<file path="src/rtl/video_pkg.sv">
// Shared video geometry and pixel/address types for the background RAM,
// the fetch stage and the sprite compositor.
package video_pkg;

  localparam int unsigned H_ACTIVE = 640;
  localparam int unsigned V_ACTIVE = 480;
  localparam int unsigned ADDR_W   = 19;
  localparam int unsigned RGB_W    = 24;
  localparam int unsigned SPEED_W  = 4;

  typedef logic [23:0] rgb_t;
  typedef logic [18:0] fb_addr_t;

endpackage

</file>
<file path="src/rtl/sideband_delay.sv">
// Reset-to-zero shift register of configurable width and depth, used to keep
// sideband bits aligned with a fixed-latency datapath.
module sideband_delay #(
  parameter int unsigned WIDTH = 1,
  parameter int unsigned DEPTH = 1
) (
  input  logic             clk_i,
  input  logic             rst_ni,
  input  logic [WIDTH-1:0] d_i,
  output logic [WIDTH-1:0] q_o
);

  logic [WIDTH-1:0] stage_q [DEPTH];

  always_ff @(posedge clk_i) begin
    if (!rst_ni) begin
      for (int unsigned i = 0; i < DEPTH; i++) stage_q[i] <= '0;
    end else begin
      stage_q[0] <= d_i;
      for (int unsigned i = 1; i < DEPTH; i++) stage_q[i] <= stage_q[i-1];
    end
  end

  assign q_o = stage_q[DEPTH-1];

endmodule

</file>
<file path="src/rtl/background_fetch.sv">
// Background pixel fetch: coordinates plus per-frame vertical scroll offset
// into a RAM address, returned pixel re-timed with its display enable.
module background_fetch
  import video_pkg::*;
(
  input  logic               Clk,
  input  logic               Reset_n,
  input  logic [9:0]         DrawX,
  input  logic [9:0]         DrawY,
  input  logic               de_in,
  input  logic               frame_start,
  input  logic               scroll_en,
  input  logic [SPEED_W-1:0] scroll_speed,
  input  logic [3:0]         scroll_div,
  output logic [ADDR_W-1:0]  read_address,
  input  logic [RGB_W-1:0]   ram_data,
  output logic [RGB_W-1:0]   bg_rgb,
  output logic               de_out,
  output logic [9:0]         scroll_offset
);

  logic [9:0]  offset_q, offset_d;
  logic [3:0]  fc_q, fc_d;
  logic [9:0]  speed;
  logic [10:0] sum_y, src_y11;
  logic [9:0]  src_y;
  fb_addr_t    addr;
  logic        in_range;
  logic        valid_s2, de_s2;

  assign speed = 10'(scroll_speed);

  always_comb begin
    offset_d = offset_q;
    fc_d     = fc_q;
    if (frame_start && scroll_en) begin
      if (fc_q == scroll_div) begin
        fc_d = '0;
        // Borrow-wrap keeps the offset in 0..V_ACTIVE-1 without a modulo.
        if (offset_q < speed) offset_d = offset_q + 10'(V_ACTIVE) - speed;
        else                  offset_d = offset_q - speed;
      end else begin
        fc_d = fc_q + 4'd1;
      end
    end
  end

  always_ff @(posedge Clk) begin
    if (!Reset_n) begin
      offset_q <= '0;
      fc_q     <= '0;
    end else begin
      offset_q <= offset_d;
      fc_q     <= fc_d;
    end
  end

  assign sum_y   = {1'b0, DrawY} + {1'b0, offset_q};
  assign src_y11 = (sum_y >= 11'(V_ACTIVE)) ? sum_y - 11'(V_ACTIVE) : sum_y;
  assign src_y   = src_y11[9:0];

  // src_y*640 as (src_y<<9) + (src_y<<7).
  assign addr = {src_y, 9'b0} + {2'b0, src_y, 7'b0} + {9'b0, DrawX};

  assign in_range = de_in && (DrawX < 10'(H_ACTIVE)) && (DrawY < 10'(V_ACTIVE));

  sideband_delay #(
    .WIDTH(2),
    .DEPTH(2)
  ) u_sideband (
    .clk_i  (Clk),
    .rst_ni (Reset_n),
    .d_i    ({in_range, de_in}),
    .q_o    ({valid_s2, de_s2})
  );

  always_ff @(posedge Clk) begin
    if (!Reset_n) begin
      read_address <= '0;
      bg_rgb       <= '0;
      de_out       <= 1'b0;
    end else begin
      read_address <= in_range ? addr : '0;
      bg_rgb       <= valid_s2 ? ram_data : '0;
      de_out       <= de_s2;
    end
  end

  assign scroll_offset = offset_q;

endmodule

</file>
<file path="config.mk">
export PLATFORM = sky130hd
export DESIGN_NAME = background_fetch
export DESIGN_NICKNAME = d
export VERILOG_FILES = /design/src/rtl/video_pkg.sv /design/src/rtl/sideband_delay.sv /design/src/rtl/background_fetch.sv
export SDC_FILE = /design/constraint.sdc
export NUM_CORES = 1
export LEC_CHECK = 0
export BUFFER_PORTS_ARGS = -buffer_cell sky130_fd_sc_hd__buf_2
export CAP_MARGIN = 15
export CELL_PAD_IN_SITES_DETAIL_PLACEMENT = 1
export CELL_PAD_IN_SITES_GLOBAL_PLACEMENT = 2
export CORE_UTILIZATION = 33
export DETAILED_ROUTE_END_ITERATION = 16
export PLACE_DENSITY_LB_ADDON = 0.12
export SYNTH_ARGS = -nofsm -noshare
export SYNTH_HDL_FRONTEND = slang
export SYNTH_HIERARCHICAL = 1
export SYNTH_SLANG_ARGS = --single-unit
</file>
<file path="constraint.sdc">
create_clock -name Clk -period 8.22 [get_ports Clk]
set_input_delay 0.411 -clock Clk [delete_from_list [all_inputs] [get_ports Clk]]
set_output_delay 0.411 -clock Clk [all_outputs]
set_load 0.01 [all_outputs]
</file>
==> reports/qor.csv <==
metric,value,unit
status,"complete, no violations",
postRouteWirelength,8700,um
drc,0,
synth_top_area_share,0.349,
seq_area_frac_synth,0.349,
postPlaceCellArea,4230,um2
first_global_vias,3124,
path_class,register to register,
yosys-top-cells-area,"dfxtp_1 (35%), ha_1 (14%), and3_1 (6.3%), xnor2_1 (4.2%), fa_1 (3.9%)",
vias,3051,
avgViaCountPerCell,4.84,
area_delta_synth_final,24.7,%
drive_gt1_frac,0.283,
grt_remaining_overflow,0,
finalSetupTns,0,ns
post_drt_wl_per_cell,13.8,um
clkLatencyLatePin,0.34,ns
ant_nets,0,
cts_buffers,9,
clockRootBuffer,clkbuf_8,
multi_input_area,2180,um2
slew_viol_final,0,
post-place-ws,3.49,ns
worstPathMaxFanout,5,
post-place-cells,615,
vdd_drop_max,0.0727,mV
core-area,10400,um2
cts_tree,yes,
synthArstFlopShare,0,
setup_slack,3.70,ns
ctsResizeCount,0,
h-tree-depth,3,
drtIter0Drc,43,
cts_num_sinks,62,
start_kind,register,
antenna_found_initial,0,
dieHeight,106,um
synth-edff-count,0,
finalCriticalPeriod,4.52,ns
holdWs,0.286,ns
netlist_area,3560,um2
grt_usage,0.168,
postCtsHoldBufs,0,
seq_area,1240,um2
place_congestion,0.807,
cp.arrival,4.80,ns
maxCapViolCount,0,
die_w,106,um
grt_pass1_wl,14900,um
worst_pin_slew,0.662,ns
firstDrtPassIters,4,
yosysWarningCount,6,
nNetsFinal,595,
ys_ff_latch,62,
yosysUniqueCellTypes,53,
stdcell_area,4440,um2
fin_cells,631,
fmax,221,MHz
cts.clk_slew.worst_paths,0.08,ns
finalCritPeriodShare,0.550,
yosys-top-cells-count,"dfxtp_1 (62), ha_1 (41), and3_1 (36)",
postCtsSetupRepairBufs,0,
power_density,170,nW/um2
skew,0.00925,ns
required,8.50,ns
diodes,0,
dp_hpwl,6940,um
power_leakage,2.36,nW
synth_top_cell_by_area,dfxtp_1,
initial_utilization,0.343,
hold_viol_final,0,
dieArea,11200,um2
rsz0062_at_grt,no,
yosysMostFrequentCell,dfxtp_1,
io_buffer_count,110,
cp-end-kind,register,
ios,111,
hp-class,input pin to register,
clock_path_buffers,2,
syn_nets,486,
ys.flop_type,dfxtp_1,
syn_area_per_cell,9.34,um2
max_slew_margin,0.559,
grt_max_degree,48,
setup_viol,0,
fillers,1269,
fp-row-count,37,
syn_inst,381,
-- final cells by class --
class | instances | area share
Inverter | 20 | 0.0169
Clock inverter | 6 | 0.0161
Timing Repair Buffer | 111 | 0.126
Tap cell | 136 | 0.0384
Multi-Input combinational cell | 286 | 0.492
Clock buffer | 10 | 0.0310
Sequential cell | 62 | 0.280
-- per-stage QoR --
step | power, W | utilization
finish | 0.000753 | 0.428
global route | 0.000805 | 0.428
CTS | 0.000767 | 0.428
detailed placement | 0.000483 | 0.408
global placement | 0.000482 | 0.408
floorplan | 0.000436 | -
-- kinds of logic after synthesis --
logic type                 synth area share
and+or+nand+nor                       0.200
adders and majority gates             0.184
AOI/OAI and AO/OA                     0.136
xor gates and xnor gates             0.0809
DFF                                   0.349
muxes                                0.0127
buffers and inverters                0.0376
-- per-layer routing --
metal	up-vias	wire, um	track usage
li1	1551	-	-
met1	1405	4200	0.215
met2	87	3940	0.283
met3	8	461	0.0402
met4	0	89	0.0417
met5	-	0	0
-- layout by cell type (no fill, tap or decap), types with 5 or more instances in the layout --
| cell type | netlist | routed |
|---|---|---|
| nor3_1 | 7 | 7 |
| a21oi_1 | 15 | 15 |
| fa_1 | 7 | 7 |
| buf_2 | 2 | 110 |
| o21ai_0 | 8 | 8 |
| xnor2_1 | 17 | 17 |
| nor2_1 | 32 | 32 |
| clkbuf_8 | 0 | 10 |
| and2_1 | 7 | 7 |
| nand2_1 | 23 | 23 |
| dfxtp_1 | 62 | 62 |
| xor2_1 | 14 | 14 |
| nand3_1 | 13 | 13 |
| o21a_1 | 5 | 5 |
| and3_1 | 36 | 36 |
| ha_1 | 41 | 41 |
| inv_1 | 20 | 20 |
-- where the power goes --
| part | total, W | leakage [nW] | internal (W) | switching, W |
|---|---|---|---|---|
| sequential | 0.000310 | 0.502 | 0.000307 | 0.00000359 |
| clock | 0.000277 | 0.0987 | 0.000150 | 0.000127 |
| combinational | 0.000165 | 1.76 | 0.0000757 | 0.0000898 |
-- state kept, by name, indices dropped and copies added (netlist names) --
name,count
bg_rgb,24
de_out,1
fc_q,4
read_address,19
scroll_offset,10
u_sideband/stage_q,4
-- worst max-delay path: stages (launching register included) --
cell      delay, ns
dfxtp_1        0.34
ha_1           0.21
fa_1           0.42
a211oi_2       0.34
or4b_4         0.20
o211ai_2       0.12
ha_1           0.27
or2_2          0.32
a21oi_2        0.24
mux2_2         0.38
ha_1           0.28
ha_1           0.35
a2111o_1       0.38
o211ai_1       0.15
o21ai_0        0.16
a211o_1        0.25
o21ai_2        0.05
-- final timing paths --
kind | startpoint | endpoint | slack, ns | cells after the start
worst max-delay path | scroll_offset[0]$_SDFFE_PN0P_ | read_address[18]$_SDFF_PN0_ | 3.70 | 16
worst min-delay path | de_in | u_sideband/stage_q[0][0]$_SDFF_PN0_ | 0.29 | 2
worst max register to register | scroll_offset[0]$_SDFFE_PN0P_ | read_address[18]$_SDFF_PN0_ | 3.70 | 16
worst min register to register | u_sideband/stage_q[0][2]$_SDFF_PN0_ | de_out$_SDFF_PN0_ | 0.44 | 1
(Power assumes the default switching activity.)
